==> config.mk <==
export PLATFORM = sky130hd
export DESIGN_NAME = fetch_queue_stage
export DESIGN_NICKNAME = d
export VERILOG_FILES = /design/src/rtl/fetch_queue_stage_pkg.sv /design/src/rtl/fetch_queue_stage_fifo.sv /design/src/rtl/fetch_queue_stage.sv
export SDC_FILE = /design/constraint.sdc
export NUM_CORES = 1
export LEC_CHECK = 0
export CORE_ASPECT_RATIO = 1.5
export CORE_MARGIN = 2
export CORE_UTILIZATION = 49
export CTS_BUF_LIST = sky130_fd_sc_hd__clkbuf_8
export DETAILED_ROUTE_END_ITERATION = 7
export HOLD_SLACK_MARGIN = 0.03
export PLACE_DENSITY_LB_ADDON = 0.3
export SLEW_MARGIN = 10
export SYNTH_ARGS = -nofsm -noshare
export SYNTH_HDL_FRONTEND = slang
export SYNTH_SLANG_ARGS = --single-unit
==> constraint.sdc <==
create_clock -name clk -period 1.95 [get_ports clk]
set_input_delay 0.39 -clock clk [delete_from_list [all_inputs] [get_ports clk]]
set_output_delay 0.39 -clock clk [all_outputs]
set_load 0.05 [all_outputs]
==> src/rtl/fetch_queue_stage_pkg.sv <==
// Shared constants and types for the RV32I fetch stage and its response queue.
package fetch_queue_stage_pkg;

  localparam logic [31:0] NOP_INST     = 32'h0000_0013;
  localparam logic [31:0] RESET_PC_DEF = 32'h0000_0000;

  typedef struct packed {
    logic [31:0] pc;
    logic [31:0] inst;
  } fq_entry_t;

  // Sequential fetch address; wraps naturally at 2^32.
  function automatic logic [31:0] pc_next(input logic [31:0] pc);
    return pc + 32'd4;
  endfunction

endpackage

==> src/rtl/fetch_queue_stage_fifo.sv <==
// fetch_fifo: circular buffer of fetched words; entries are allocated at grant and filled in order.
// With FETCH_MISALIGN_EN a clear can also seed slot 0 with a pre-filled, flagged NOP.
module fetch_fifo
  import fetch_queue_stage_pkg::*;
#(
  parameter  int QDEPTH = 2,
  localparam int AW     = $clog2(QDEPTH)
) (
  input  logic        clk,
  input  logic        rst_n,
  input  logic        clear_i,
  input  logic        alloc_i,
  input  logic [31:0] alloc_pc_i,
  input  logic        fill_i,
  input  logic [31:0] fill_inst_i,
  input  logic        pop_i,
`ifdef FETCH_MISALIGN_EN
  input  logic        mis_push_i,
  input  logic [31:0] mis_pc_i,
  output logic        head_mis_o,
`endif
  output logic        full_o,
  output logic        head_filled_o,
  output fq_entry_t   head_o,
  output logic [AW:0] unfilled_o
);

  localparam logic [AW:0] PONE = 1;

  // Pointers carry one wrap bit so full and empty are distinguishable.
  logic [AW:0]             head_q, tail_q, fptr_q, count;
  logic [AW-1:0]           hidx, tidx, fidx;
  logic [QDEPTH-1:0][31:0] pc_q, inst_q;
  logic [QDEPTH-1:0]       filled_q;

  assign hidx          = head_q[AW-1:0];
  assign tidx          = tail_q[AW-1:0];
  assign fidx          = fptr_q[AW-1:0];
  assign count         = tail_q - head_q;
  assign full_o        = count[AW];
  assign unfilled_o    = tail_q - fptr_q;
  assign head_filled_o = (count != '0) && filled_q[hidx];
  assign head_o        = '{pc: pc_q[hidx], inst: inst_q[hidx]};

`ifdef FETCH_MISALIGN_EN
  logic [QDEPTH-1:0] mis_q;
  assign head_mis_o = mis_q[hidx];
`endif

  always_ff @(posedge clk or negedge rst_n) begin
    if (!rst_n) begin
      head_q   <= '0;
      tail_q   <= '0;
      fptr_q   <= '0;
      pc_q     <= '0;
      inst_q   <= '0;
      filled_q <= '0;
`ifdef FETCH_MISALIGN_EN
      mis_q    <= '0;
`endif
    end else if (clear_i) begin
      head_q <= '0;
      tail_q <= '0;
      fptr_q <= '0;
`ifdef FETCH_MISALIGN_EN
      if (mis_push_i) begin
        pc_q[0]     <= mis_pc_i;
        inst_q[0]   <= NOP_INST;
        filled_q[0] <= 1'b1;
        mis_q[0]    <= 1'b1;
        tail_q      <= PONE;
        fptr_q      <= PONE;
      end
`endif
    end else begin
      if (alloc_i) begin
        pc_q[tidx]     <= alloc_pc_i;
        filled_q[tidx] <= 1'b0;
`ifdef FETCH_MISALIGN_EN
        mis_q[tidx]    <= 1'b0;
`endif
        tail_q         <= tail_q + PONE;
      end
      if (fill_i) begin
        inst_q[fidx]   <= fill_inst_i;
        filled_q[fidx] <= 1'b1;
        fptr_q         <= fptr_q + PONE;
      end
      if (pop_i) head_q <= head_q + PONE;
    end
  end

endmodule

==> src/rtl/fetch_queue_stage.sv <==
// RV32I fetch stage: PC generation, in-order imem requests, queued responses handed to decode.
// Optional FETCH_MISALIGN_EN: a misaligned redirect queues a flagged NOP and halts fetch.
module fetch_queue_stage
  import fetch_queue_stage_pkg::*;
#(
  parameter logic [31:0] RESET_PC = RESET_PC_DEF,
  parameter int          QDEPTH   = 2
) (
  input  logic        clk,
  input  logic        rst_n,
  output logic        imem_req,
  output logic [31:0] imem_addr,
  input  logic        imem_gnt,
  input  logic        imem_rvalid,
  input  logic [31:0] imem_rdata,
  input  logic        redirect_valid,
  input  logic [31:0] redirect_pc,
  output logic        id_valid,
  input  logic        id_ready,
  output logic [31:0] id_inst,
`ifdef FETCH_MISALIGN_EN
  output logic        id_misalign,
`endif
  output logic [31:0] id_pc
);

  localparam int AW = $clog2(QDEPTH);
  localparam int DW = $clog2(2*QDEPTH+1);
  localparam logic [DW-1:0] DONE = 1;

  logic [31:0]   pc_q, pc_d;
  logic [DW-1:0] drop_cnt_q, drop_cnt_d;
  logic [31:0]   id_pc_q;
  logic          run_q;
  logic          halt;
  logic [31:0]   redir_pc;
  logic          full, head_filled, pop, grant, fill;
  logic [AW:0]   unfilled;
  fq_entry_t     head;

`ifdef FETCH_MISALIGN_EN
  logic halt_q, redir_mis, head_mis;
  assign redir_pc    = redirect_pc;
  assign redir_mis   = |redirect_pc[1:0];
  assign halt        = halt_q;
  assign id_misalign = id_valid & head_mis;

  always_ff @(posedge clk or negedge rst_n) begin
    if (!rst_n)              halt_q <= 1'b0;
    else if (redirect_valid) halt_q <= redir_mis;
  end
`else
  assign redir_pc = redirect_pc & 32'hFFFF_FFFC;
  assign halt     = 1'b0;
`endif

  assign id_valid  = head_filled;
  assign id_inst   = id_valid ? head.inst : NOP_INST;
  assign id_pc     = id_valid ? head.pc : id_pc_q;
  assign pop       = id_valid & id_ready & ~redirect_valid;
  // A pop frees the head slot in time for this cycle's grant to reuse it.
  assign imem_req  = run_q & ~redirect_valid & ~halt & (~full | pop);
  assign imem_addr = pc_q;
  assign grant     = imem_req & imem_gnt;
  assign fill      = imem_rvalid & (drop_cnt_q == '0) & ~redirect_valid;

  // On redirect every unfilled entry becomes a word to discard, less the one arriving now.
  always_comb begin
    pc_d       = pc_q;
    drop_cnt_d = drop_cnt_q;
    if (redirect_valid) begin
      pc_d       = redir_pc;
      drop_cnt_d = drop_cnt_q + DW'(unfilled) - DW'(imem_rvalid);
    end else begin
      if (grant) pc_d = pc_next(pc_q);
      if (imem_rvalid && drop_cnt_q != '0) drop_cnt_d = drop_cnt_q - DONE;
    end
  end

  always_ff @(posedge clk or negedge rst_n) begin
    if (!rst_n) begin
      pc_q       <= RESET_PC;
      drop_cnt_q <= '0;
      id_pc_q    <= '0;
      run_q      <= 1'b0;
    end else begin
      pc_q       <= pc_d;
      drop_cnt_q <= drop_cnt_d;
      run_q      <= 1'b1;
      if (id_valid) id_pc_q <= head.pc;
    end
  end

  fetch_fifo #(.QDEPTH(QDEPTH)) u_fifo (
    .clk           (clk),
    .rst_n         (rst_n),
    .clear_i       (redirect_valid),
    .alloc_i       (grant),
    .alloc_pc_i    (pc_q),
    .fill_i        (fill),
    .fill_inst_i   (imem_rdata),
    .pop_i         (pop),
`ifdef FETCH_MISALIGN_EN
    .mis_push_i    (redirect_valid & redir_mis),
    .mis_pc_i      (redirect_pc),
    .head_mis_o    (head_mis),
`endif
    .full_o        (full),
    .head_filled_o (head_filled),
    .head_o        (head),
    .unfilled_o    (unfilled)
  );

endmodule

; ---- Yosys cells after proc, flatten, opt, wreduce, memory -nomap -nowiden
; Cells that the tools add are included.
[op_classes]
n_addsub = 9
div = 0
mul = 0
n_reduce_logical = 13
eq_ne = 0
muxes = 31
bitwise = 13
shifts = 0
order_cmp = 5
[op_table]
columns = op, n
row1 = $mux 32, 10
row2 = $bwmux 64, 2
row3 = $demux 32 s1, 2
row4 = $add 32x3->32 const B, 1
row5 = $mux 2, 9
row6 = $reduce_bool 2->1, 5
row7 = $and 1x1->1, 7
row8 = $add 2x1->2 const B, 3
row9 = $lt 1x2->1 const B, 3
row10 = $mux 3, 2
row11 = $logic_and 1x1->1, 4
row12 = $mux 1, 4
row13 = $reduce_and 2->1, 2
row14 = $sub 2x2->2, 2
row15 = $add 3x2->3, 1
row16 = $logic_not 3->1, 1
row17 = $reduce_bool 3->1, 1
row18 = $sub 3x1->3, 1
row19 = $sub 3x1->3 const B, 1
row20 = $and 2x2->2, 1
row21 = $demux 1 s1, 2
row22 = $ge 1x1->1 const B, 2
row23 = $not 1->1, 2
row24 = $not 2->2, 1
row25 = 2 further kinds, 2
[totals]
ff_bits = 204
input_bits = 70
rom_bits = 0
ramBits = 0
out_inout_bits = 98
n_memories = 0
latchBits = 0

; ---- Longest topological paths before layout
[depth]
ltp_word = 12
depth_mapped = 10
depth_no_buf = 10

; ---- Modules after synthesis
; Synthesis repeated with hierarchy kept, for this count alone.
[unflattened]
cells_unflattened = 736
hier_area_um2 = 9579.2
[by_module_without_submodules]
columns = module, seq_area_each_um2, area_per_inst_um2, instances, cells_each
row1 = fetch_fifo, 3403.3, 6010.8, 1, 384
row2 = fetch_queue_stage, 1651.6, 3568.4, 1, 352

; ---- Worst setup path before layout
; OpenSTA, ideal clock, no wires.
[synth_path]
kind = reg-to-output
start = reg u_fifo.tail_q[0]
end = out id_pc[20]
path_stages_with_launch = 8
t_arrival_ps = 2485
slack_ps = -925
path_cell_list = dfrtp_1 -> inv_1 -> ha_1 -> xor3_2 -> o21bai_1 -> buf_2 -> clkbuf_1 -> o21ai_0
[synth_between]
elab_chain_len = 4
[synth_lines]
columns = element, line_no
row1 = from (decl), fetch_queue_stage_fifo.sv:31  ; logic [AW:0] head_q, tail_q, fptr_q, count;
row2 = from (signal assigned), fetch_queue_stage_fifo.sv:82  ; tail_q <= tail_q + PONE;
row3 = $sub 2x2->2, fetch_queue_stage_fifo.sv:39  ; assign count = tail_q - head_q;
row4 = $reduce_bool 2->1, fetch_queue_stage_fifo.sv:42  ; assign head_filled_o = (count != '0) && filled_q[hidx];
row5 = $logic_and 1x1->1, fetch_queue_stage_fifo.sv:42
row6 = $mux 32, -
row7 = to (decl), fetch_queue_stage.sv:24  ; output logic [31:0] id_pc
; Every way passes these cells.

; ---- Worst setup path in the final report
[layout_path]
start = reg u_fifo.head_q[0]
end = out id_inst[24]
[layout_between]
elab_chain_len = 4
[layout_lines]
columns = element, line_no
row1 = from (decl), fetch_queue_stage_fifo.sv:31
row2 = from (signal assigned), fetch_queue_stage_fifo.sv:89  ; if (pop_i) head_q <= head_q + PONE;
row3 = $sub 2x2->2 or $mux 1 (tied branches), "fetch_queue_stage_fifo.sv:39, fetch_queue_stage_fifo.sv:42"
row4 = $reduce_bool 2->1 or $mux 1 (tied branches), fetch_queue_stage_fifo.sv:42
row5 = $logic_and 1x1->1, fetch_queue_stage_fifo.sv:42
row6 = $mux 32 *, fetch_queue_stage.sv:58  ; assign id_inst = id_valid ? head.inst : NOP_INST;
row7 = to (decl), fetch_queue_stage.sv:20  ; output logic [31:0] id_inst,
; Mark *: on every way between the ends. The rest lies on a longest branch, timed or not. The select of a mux whose other input is x is not followed.

==> results_dict.tcl <==
set metrics [dict create \
    drive_gt1_frac 0.494 \
    fin_crit_ns 2.70 \
    finalPower_mw 19.4 \
    critPathMaxStageDelay_ns 0.50 \
    synthTopCellsByCount "dfrtp_1 (198), mux2_2 (118), nand2_1 (78)" \
    n_antenna_cell 0 \
    antenna_found_initial 0 \
    setup_viol 166 \
    holdPathEnd "imem_addr[2]" \
    ys_async_sr_fraction 1.00 \
    p_switching_mw 7.44 \
    start_util 0.503 \
    rsz0062_at_grt "yes" \
    dpl.hpwl_microns 15200 \
    cts_tree "yes" \
    die_h_microns 171 \
    synth_area_sq_um 9060 \
    clock_latency_ns 0.47 \
    syn2layout_area_growth_pct 55.7 \
    gp_congestion 0.866 \
    grt-ovfl-total 0 \
    die-area_sq_um 19600 \
    ys_ff_latch 198 \
    clock-root-buffer "clkbuf_8" \
    multi_input_area_sq_um 4760 \
    fillers 1049 \
    netlist.area_leader.share 0.547 \
    crit_path_end_kind "output port" \
    critPathBufInv 4 \
    avgSynthCellArea_sq_um 11.8 \
    grt_max_degree 65 \
    min_from "redirect_valid" \
    violations "DRC, setup timing" \
    hp-class "input pin to flip-flop" \
    syn_inst 769 \
    clk_pin_slew_ns 0.10 \
    reg2reg_to "u_fifo.pc_q[17]" \
    clkSinkCount 198 \
    slowest_stage "dfrtp_4" \
    cpMostUsedCell "buf_12" \
    arrival_ns 2.31 \
    critical_path.cell_chain "ha_4 > xor3_2 > o21bai_4 > buf_12 > buf_12 > buf_12 > nor2_4 > buf_6" \
    internal_power_mw 11.9 \
    cp.required_ns 1.56 \
    fin_nets 1120 \
    pin_count 168 \
    holdPathStages 4 \
    slew_violations 0 \
    combinationalPowerShare 0.504 \
    row_count 60 \
    yosys.area.top_type "dfrtp_1" \
    fin_crit_sh 1.38 \
    vdd_drop_max_mv 0.785 \
    clock.fmax_mhz 371 \
    tightest_slew_ns 0.721 \
    firstDrtPassIters 8 \
    grt_pass1_vias 7633 \
    synth_ff_type "dfrtp_1" \
    seq_area_frac_synth 0.547 \
    place_area_sq_um 12300 \
    hold_viol_final 0 \
    ys_warn_count 0 \
    grt_pass1_wl_microns 39900 \
    maxSlewHeadroom 0.518 \
    cts-htree-levels 4 \
    fin_area_sq_um 14100 \
    yosysUniqueCellTypes 54 \
    switching_share 0.384 \
    port-buffer-count 163 \
    synth-edff-count 0 \
    yosys-top-cells-area "dfrtp_1 (55%), mux2_2 (15%), mux2i_1 (7.3%), o21ai_0 (3.6%), nand2_1 (3.2%)" \
    finalClockSkew_ns 0.0174 \
    numCtsBuffers 17 \
    viasPerCell 5.81 \
    worstSetupPathDepth 8 \
    max_cap_viol_count 0 \
    reg2reg_depth 10 \
    p_per_area_nw_per_um2 1370 \
    clock_power_share 0.152 \
    start_kind "flip-flop" \
    critPathTopFamily "buffers and inverters" \
    die_w_microns 115 \
    wl_per_cell_microns 21.3 \
    grt_usage 0.263 \
    vias 7385 \
    ant_nets 0 \
    r2r_start "u_fifo.head_q[0]" \
    synth_most_common_cell "dfrtp_1" \
    share_seq_of_total_power 0.343 \
    cts_max_path_buffers 2 \
    p_leak_nw 6.11 \
    worstPathMaxFanout 8 \
    wirelength_microns 27000 \
    drt_iter0_drc 559 \
    regArea_sq_um 4970 \
    ff2ff_setup_slack_ns -0.58 \
    critPathKind "flip-flop to output port" \
    fin_ws_ns -0.746 \
    route.detailed.drc 1 \
    core_sq_um 18000 \
    status "finished with violations" \
]
-- registers in the layout, indices dropped and copies added, names as in the netlist --
signal           flops
run_q                1
u_fifo.filled_q      2
u_fifo.head_q        2
id_pc_q             32
u_fifo.tail_q        2
u_fifo.inst_q       64
u_fifo.pc_q         60
u_fifo.fptr_q        2
imem_addr           30
drop_cnt_q           3
-- per-layer routing --
metal	global-route usage	vias up	wire, microns
met5	0	-	0
met4	0.105	0	1020
met3	0.0577	90	1830
met2	0.466	349	14300
met1	0.305	3702	9870
li1	-	3244	-
-- repair_timing --
action                                  in CTS  in global routing
hold buffers                                 1                  0
gates cloned                                 8                  7
endpoints found under the setup margin     157                200
buffers inserted                            26                 15
resized for setup                          114                 96
pin swaps                                   33                 32
hold endpoints to repair                    44                  0
-- power by group through the flow --
| stage | Sequential, mW | Combinational (mW) | Clock, mW |
|---|---|---|---|
| after CTS | 6.53 | 9.33 | 3.01 |
| after global routing | 6.82 | 10.3 | 3.17 |
| after global placement | 6.47 | 8.50 | 0 |
| after floorplan | 6.59 | 5.25 | 0 |
| after detailed placement | 6.57 | 8.67 | 0 |
| final | 6.66 | 9.77 | 2.95 |
-- kinds of logic after synthesis --
kind of cell	count (synthesis)	share of synthesized area
other cells	2	0.000828
mux	185	0.221
fa+ha+maj	9	0.0133
buf+inv	59	0.0302
compound gates	102	0.0667
simple gates	194	0.101
flops	198	0.547
xor+xnor	20	0.0211
-- how the worst max path moves through the flow --
| stage | from | end | slack [ns] |
|---|---|---|---|
| 5_1_grt | u_fifo.head_q[0] | id_pc[2] | -0.84 |
| 4_1_cts | u_fifo.head_q[0] | id_pc[15] | -0.79 |
| 6_report | u_fifo.head_q[0] | id_inst[24] | -0.75 |
| 3_5_place_dp | imem_rvalid | drop_cnt_q[2] | -0.34 |
| 2_1_floorplan | u_fifo.tail_q[0] | id_inst[0] | -0.33 |
| 3_3_place_gp | imem_rvalid | drop_cnt_q[2] | -0.29 |
-- cell type report --
type / count / share of cell area
well taps: 217 / 0.0192
multi-input cells: 513 / 0.338
clock buffers: 20 / 0.0195
clock inverters: 11 / 0.0121
repair buffers: 297 / 0.256
inverters: 14 / 0.00372
flip-flops and latches: 198 / 0.352
-- tightest hold or removal path, stage by stage --
cell     delay [ns]
buf_2          0.13
buf_4          0.20
nand2_1        0.07
o21ai_1        0.05
-- layout by cell type (no fill, tap or decap), types with 9 or more instances in the layout --
cell	instances
nand2_1	53
buf_4	100
nor2_4	28
mux2_4	11
dfrtp_2	9
dfrtp_1	188
nand2_2	19
o21ai_4	31
nand3_1	14
buf_12	60
nand4_1	16
nor2_1	12
o21ai_1	25
mux2_2	108
nor2_2	11
clkbuf_8	21
mux2i_1	66
xor2_1	11
clkdlybuf4s50_1	65
inv_1	13
buf_8	12
buf_6	43
-- stage by stage --
step	hold WS, ns	std cells	utilization	setup TNS, ns	setup WS, ns
final	0.411	1270	0.783	-90.90	-0.746
after global routing	0.430	1270	0.783	-103.64	-0.837
after CTS	0.371	1250	0.752	-67.73	-0.787
after detailed placement	0.392	1184	0.685	-38.43	-0.341
after global placement	0.387	1184	0.685	-34.40	-0.295
after floorplan	0.0944	770	-	-15.02	-0.330
No activity file was read; power rests on OpenSTA's default activity.
